<file path="src/rtl/ram16_arbiter.sv">
// ram16_arbiter: shares one RAM16 between two requesters using a registered IDLE -> ACC -> DONE sequence.
// Define RAM16_ARB_RR_EN for round-robin conflict resolution; if it is undefined, port 0 has fixed priority.
module ram16_arbiter #(
  parameter int AW = 2,
  parameter int DW = 32,
  parameter int NB = DW / 8
) (
  input  logic          CLK,
  input  logic          RST_N,
  input  logic          p0_req,
  input  logic [NB-1:0] p0_we,
  input  logic [AW-1:0] p0_addr,
  input  logic [DW-1:0] p0_wdata,
  output logic          p0_ack,
  output logic [DW-1:0] p0_rdata,
  input  logic          p1_req,
  input  logic [NB-1:0] p1_we,
  input  logic [AW-1:0] p1_addr,
  input  logic [DW-1:0] p1_wdata,
  output logic          p1_ack,
  output logic [DW-1:0] p1_rdata,
  output logic          ram_en,
  output logic [NB-1:0] ram_we,
  output logic [AW-1:0] ram_addr,
  output logic [DW-1:0] ram_wdata,
  input  logic [DW-1:0] ram_rdata,
  output logic          busy
);

  localparam logic [1:0] IDLE = 2'd0;
  localparam logic [1:0] ACC  = 2'd1;
  localparam logic [1:0] DONE = 2'd2;

  logic [1:0]    state_q, state_d;
  logic          sel_q, sel_d;
  logic          last_q, last_d;
  logic          p0_ack_q, p0_ack_d;
  logic          p1_ack_q, p1_ack_d;
  logic [DW-1:0] p0_rdata_q, p0_rdata_d;
  logic [DW-1:0] p1_rdata_q, p1_rdata_d;
  logic          grant_s;

  // Winner among current requests; only meaningful while some request is high.
  always_comb begin
    grant_s = 1'b0;
    if (p0_req && p1_req) begin
`ifdef RAM16_ARB_RR_EN
      grant_s = ~last_q;
`else
      grant_s = 1'b0;
`endif
    end else if (p1_req) begin
      grant_s = 1'b1;
    end else begin
      grant_s = 1'b0;
    end
  end

  // Sequencer next-state: acks default low so they only live for the DONE cycle.
  always_comb begin
    state_d    = state_q;
    sel_d      = sel_q;
    last_d     = last_q;
    p0_ack_d   = 1'b0;
    p1_ack_d   = 1'b0;
    p0_rdata_d = p0_rdata_q;
    p1_rdata_d = p1_rdata_q;
    case (state_q)
      IDLE: begin
        if (p0_req || p1_req) begin
          sel_d   = grant_s;
          last_d  = grant_s;
          state_d = ACC;
        end else begin
          state_d = IDLE;
        end
      end
      ACC: begin
        if (sel_q) begin
          p1_rdata_d = ram_rdata;
          p1_ack_d   = 1'b1;
        end else begin
          p0_rdata_d = ram_rdata;
          p0_ack_d   = 1'b1;
        end
        state_d = DONE;
      end
      DONE: begin
        state_d = IDLE;
      end
      default: begin
        state_d = IDLE;
      end
    endcase
  end

  // State and result registers; reset also kills an in-flight RAM access.
  always_ff @(posedge CLK or negedge RST_N) begin
    if (!RST_N) begin
      state_q    <= IDLE;
      sel_q      <= 1'b0;
      last_q     <= 1'b1;
      p0_ack_q   <= 1'b0;
      p1_ack_q   <= 1'b0;
      p0_rdata_q <= {DW{1'b0}};
      p1_rdata_q <= {DW{1'b0}};
    end else begin
      state_q    <= state_d;
      sel_q      <= sel_d;
      last_q     <= last_d;
      p0_ack_q   <= p0_ack_d;
      p1_ack_q   <= p1_ack_d;
      p0_rdata_q <= p0_rdata_d;
      p1_rdata_q <= p1_rdata_d;
    end
  end

  // RAM pins decode from registered state only, so the enable cannot glitch.
  always_comb begin
    ram_en    = 1'b0;
    ram_we    = {NB{1'b0}};
    ram_addr  = {AW{1'b0}};
    ram_wdata = {DW{1'b0}};
    if (state_q == ACC) begin
      ram_en = 1'b1;
      if (sel_q) begin
        ram_we    = p1_we;
        ram_addr  = p1_addr;
        ram_wdata = p1_wdata;
      end else begin
        ram_we    = p0_we;
        ram_addr  = p0_addr;
        ram_wdata = p0_wdata;
      end
    end else begin
      ram_en = 1'b0;
    end
  end

  assign busy     = (state_q != IDLE);
  assign p0_ack   = p0_ack_q;
  assign p1_ack   = p1_ack_q;
  assign p0_rdata = p0_rdata_q;
  assign p1_rdata = p1_rdata_q;

endmodule
</file>
<file path="config.mk">
export PLATFORM = sky130hd
export DESIGN_NAME = ram16_arbiter
export DESIGN_NICKNAME = d
export VERILOG_FILES = /design/src/rtl/ram16_arbiter.sv
export SDC_FILE = /design/constraint.sdc
export NUM_CORES = 1
export LEC_CHECK = 0
export ABC_AREA = 1
export BUFFER_PORTS_ARGS = -buffer_cell sky130_fd_sc_hd__buf_2
export CAP_MARGIN = 25
export CORE_UTILIZATION = 26
export DETAILED_ROUTE_END_ITERATION = 12
export PLACE_DENSITY = 0.52
export SYNTH_ARGS = -nofsm -noshare
export SYNTH_HDL_FRONTEND = slang
export SYNTH_SLANG_ARGS = --single-unit
</file>
<file path="constraint.sdc">
create_clock -name CLK -period 1.31 [get_ports CLK]
set_input_delay 0.131 -clock CLK [delete_from_list [all_inputs] [get_ports CLK]]
set_output_delay 0.131 -clock CLK [all_outputs]
set_load 0.01 [all_outputs]
</file>
==> reports/results.txt <==
final wirelength: 13.52 mm
Worst Min Path Start: ram_rdata[11]
Clk pwr share: 19.4%
Worst Slack Setup Final: -260.3 ps
clock-pin slew on the worst setup and hold paths: 60 ps
first-pass GRT wire length: 19.07 mm
port bufs: 217
violated checks: negative setup slack
initial antenna violation count: 1
Yosys cell types: 14
max_slew headroom: 73.10%
htree depth: 3
register area: 1729 um2
Cells after Synth: 426
via count: 3742
Worst Path Required: 1180 ps
Pwr Total: 14.21 mW
P_sw: 5.953 mW
RSZ-0062 raised after global routing: yes
drt wl/cell: 16.41 um
GRT Resource Usage Total: 19.00%
commonest cells after routing, fill and taps aside: buf_2, nand2_1, dfrtp_1
Non-Filler Instances: 824
Slew Limit Fails: 0
area leader, netlist: dfrtp_1
Overflow after GRT: 0
outcome: complete, but fails checks
syn nets: 538
routability cong.: 0.8237
full die area: 13070 um2
total CTS buffers: 9
largest cells by area after synthesis: dfrtp_1, nand2_1, nand3_1
1st-iter DRT viols: 179
Sw Ratio: 41.89%
layout cell share with drive strength beyond 1: 43.05%
Critical Path, Cell by Cell: clkinv_4, clkbuf_16, nand2_1, a21oi_1, buf_2
leakage: 3.027 nW
Die Span Y: 114.3 um
fmax: 636.8 MHz
DIE WIDTH: 114.3 um
Syn Area/Cell: 7.701 um2
worst-case clock buffer depth: 2
Worst Hold Endpoint: p1_rdata[11]$_DFFE_PN0P_
post-synthesis register bit count: 69
Layout fillers: 1275
Final period util: 119.9%
Setup crit start kind: flip-flop
core area: 12160 um2
Max VDD drop: 0.9148 mV
Root Buffer: clkbuf_16
max-cap violations: 0
area share of the largest cell type after synthesis: 52.63%
worst reg2reg setup slack: -10 ps
Initial Utilization: 26.98%
final count of negative-setup-slack endpoints: 55
I/O pins: 218
most common cell after layout, fill and taps aside: buf_2
logic gate share of total power: 53.9%
critical path fanouts, max: 9
Skew-Pair Late Insertion Delay: 320 ps
Sequential Power Share: 26.7%
remaining antenna violation count after routing: 0
Min-Delay Path Class: input port to flip-flop
CP arrival: 1440 ps
CP max stage cell: dfrtp_2
footprint of the multi-input gates: 1399 um2
crit end category: primary output
CTS tree: done
P_int: 8.258 mW
Post-Syn Area: 3281 um2
DRT Pass-1 Iters: 4
area grow syn2layout: 61.17%
Pwr Density: 2688 nW/um2
worst slew pin tran: 403.5 ps
worst hold stages: 3
Crit Path Class: flip-flop to primary output
Via density: 4.541
Final #Nets: 763
post-detail-place hpwl: 8.947 mm
CTS Sinks: 69
RR Startpoint: sel_q$_DFFE_PN0P_
vias in the first global route: 3742
placed cell count: 796
num rows: 40
R2R cell count: 6
largest net degree at the start of global routing: 70
Yosys warnings: 0
DRC: 0
FF-to-FF End: p0_rdata[18]$_DFFE_PN0P_
skew final: 5.688 ps
CP max stage delay: 460 ps
DP Worst Slack: -21.74 ps
Final Critical Period: 1570 ps
post-synthesis sequential area ratio: 52.63%
final hold violations: 0
timing repair:
item	4_1_cts	5_1_grt
endpoints found under the setup margin	40	97
hold endpoints to repair	69	0
resized for setup	10	27
setup buffers	2	3
gates cloned	1	6
hold buffers	1	0
pin swaps	0	2
sequential cells by signal, summed over array words and instances, names as in the netlist:
name      count
p1_rdata     32
p1_ack        1
state_q       2
sel_q         1
p0_rdata     32
p0_ack        1
how the worst max path moves through the flow:
| stage | from | to |
|---|---|---|
| 3_5_place_dp | state_q[0]$_DFF_PN0_ | ram_addr[0] |
| 6_report | sel_q$_DFFE_PN0P_ | ram_wdata[20] |
| 2_1_floorplan | state_q[0]$_DFF_PN0_ | ram_addr[0] |
| 5_1_grt | sel_q$_DFFE_PN0P_ | ram_we[2] |
| 3_3_place_gp | state_q[0]$_DFF_PN0_ | ram_wdata[11] |
| 4_1_cts | sel_q$_DFFE_PN0P_ | ram_wdata[19] |
metrics by stage:
stage          util [%]  area (um2)  setup TNS, ps  hold slack (ps)
4_1_cts           41.33        5026          -9152            36.24
5_1_grt           43.48        5288         -12980            51.86
2_1_floorplan         -        3281              0           -164.6
3_5_place_dp      37.85        4603         -160.6            185.0
3_3_place_gp      37.85        4603              0            187.5
6_report          43.48        5288          -8212            47.73
final cells by class:
type,instances,share of cell area (%)
Antenna cell,1,0.04733
Tap cell,168,3.975
Inverter,10,0.8992
Clock buffer,9,4.259
Multi-Input combinational cell,315,26.46
Timing Repair Buffer,246,29.53
Sequential cell,69,32.70
Clock inverter,6,2.130
metal layers:
layer / GRT usage, % / vias up / wire length, um
li1: - / 1811 / -
met1: 22.38 / 1746 / 5661
met2: 33.54 / 173 / 6671
met3: 5.558 / 12 / 1045
met4: 5.281 / 0 / 142
met5: 0 / - / 0
worst max-delay path: cells and delay by family (launching register included):
kind | cells | cell delay [ps]
compound gates | 1 | 140
flops | 1 | 460
buf+inv | 3 | 430
simple gates | 1 | 80
cells by family after synthesis:
logic type	share of synthesized area, %
flip-flops	52.63
AND/OR/NAND/NOR	34.48
AO/OA/AOI/OAI	5.797
buffers and inverters	7.094
power groups by stage:
stage / clock [mW] / combinational, mW / sequential, mW
2_1_floorplan: 0 / 3.30 / 4.20
3_3_place_gp: 0 / 6.49 / 3.76
3_5_place_dp: 0 / 6.55 / 3.77
4_1_cts: 2.83 / 6.83 / 3.78
5_1_grt: 2.91 / 8.40 / 3.92
6_report: 2.76 / 7.66 / 3.79
Yosys cell counts:
cell        n
buf_1       5
a21oi_1    38
buf_2      12
dfrtp_1    69
nand2_1   208
buf_4       2
nor2_2      1
inv_1       7
nand3_1    66
clkbuf_1    6
buf_6       7
inv_2       3
nor2_1      1
nand3_2     1
(Power assumes the default switching activity.)
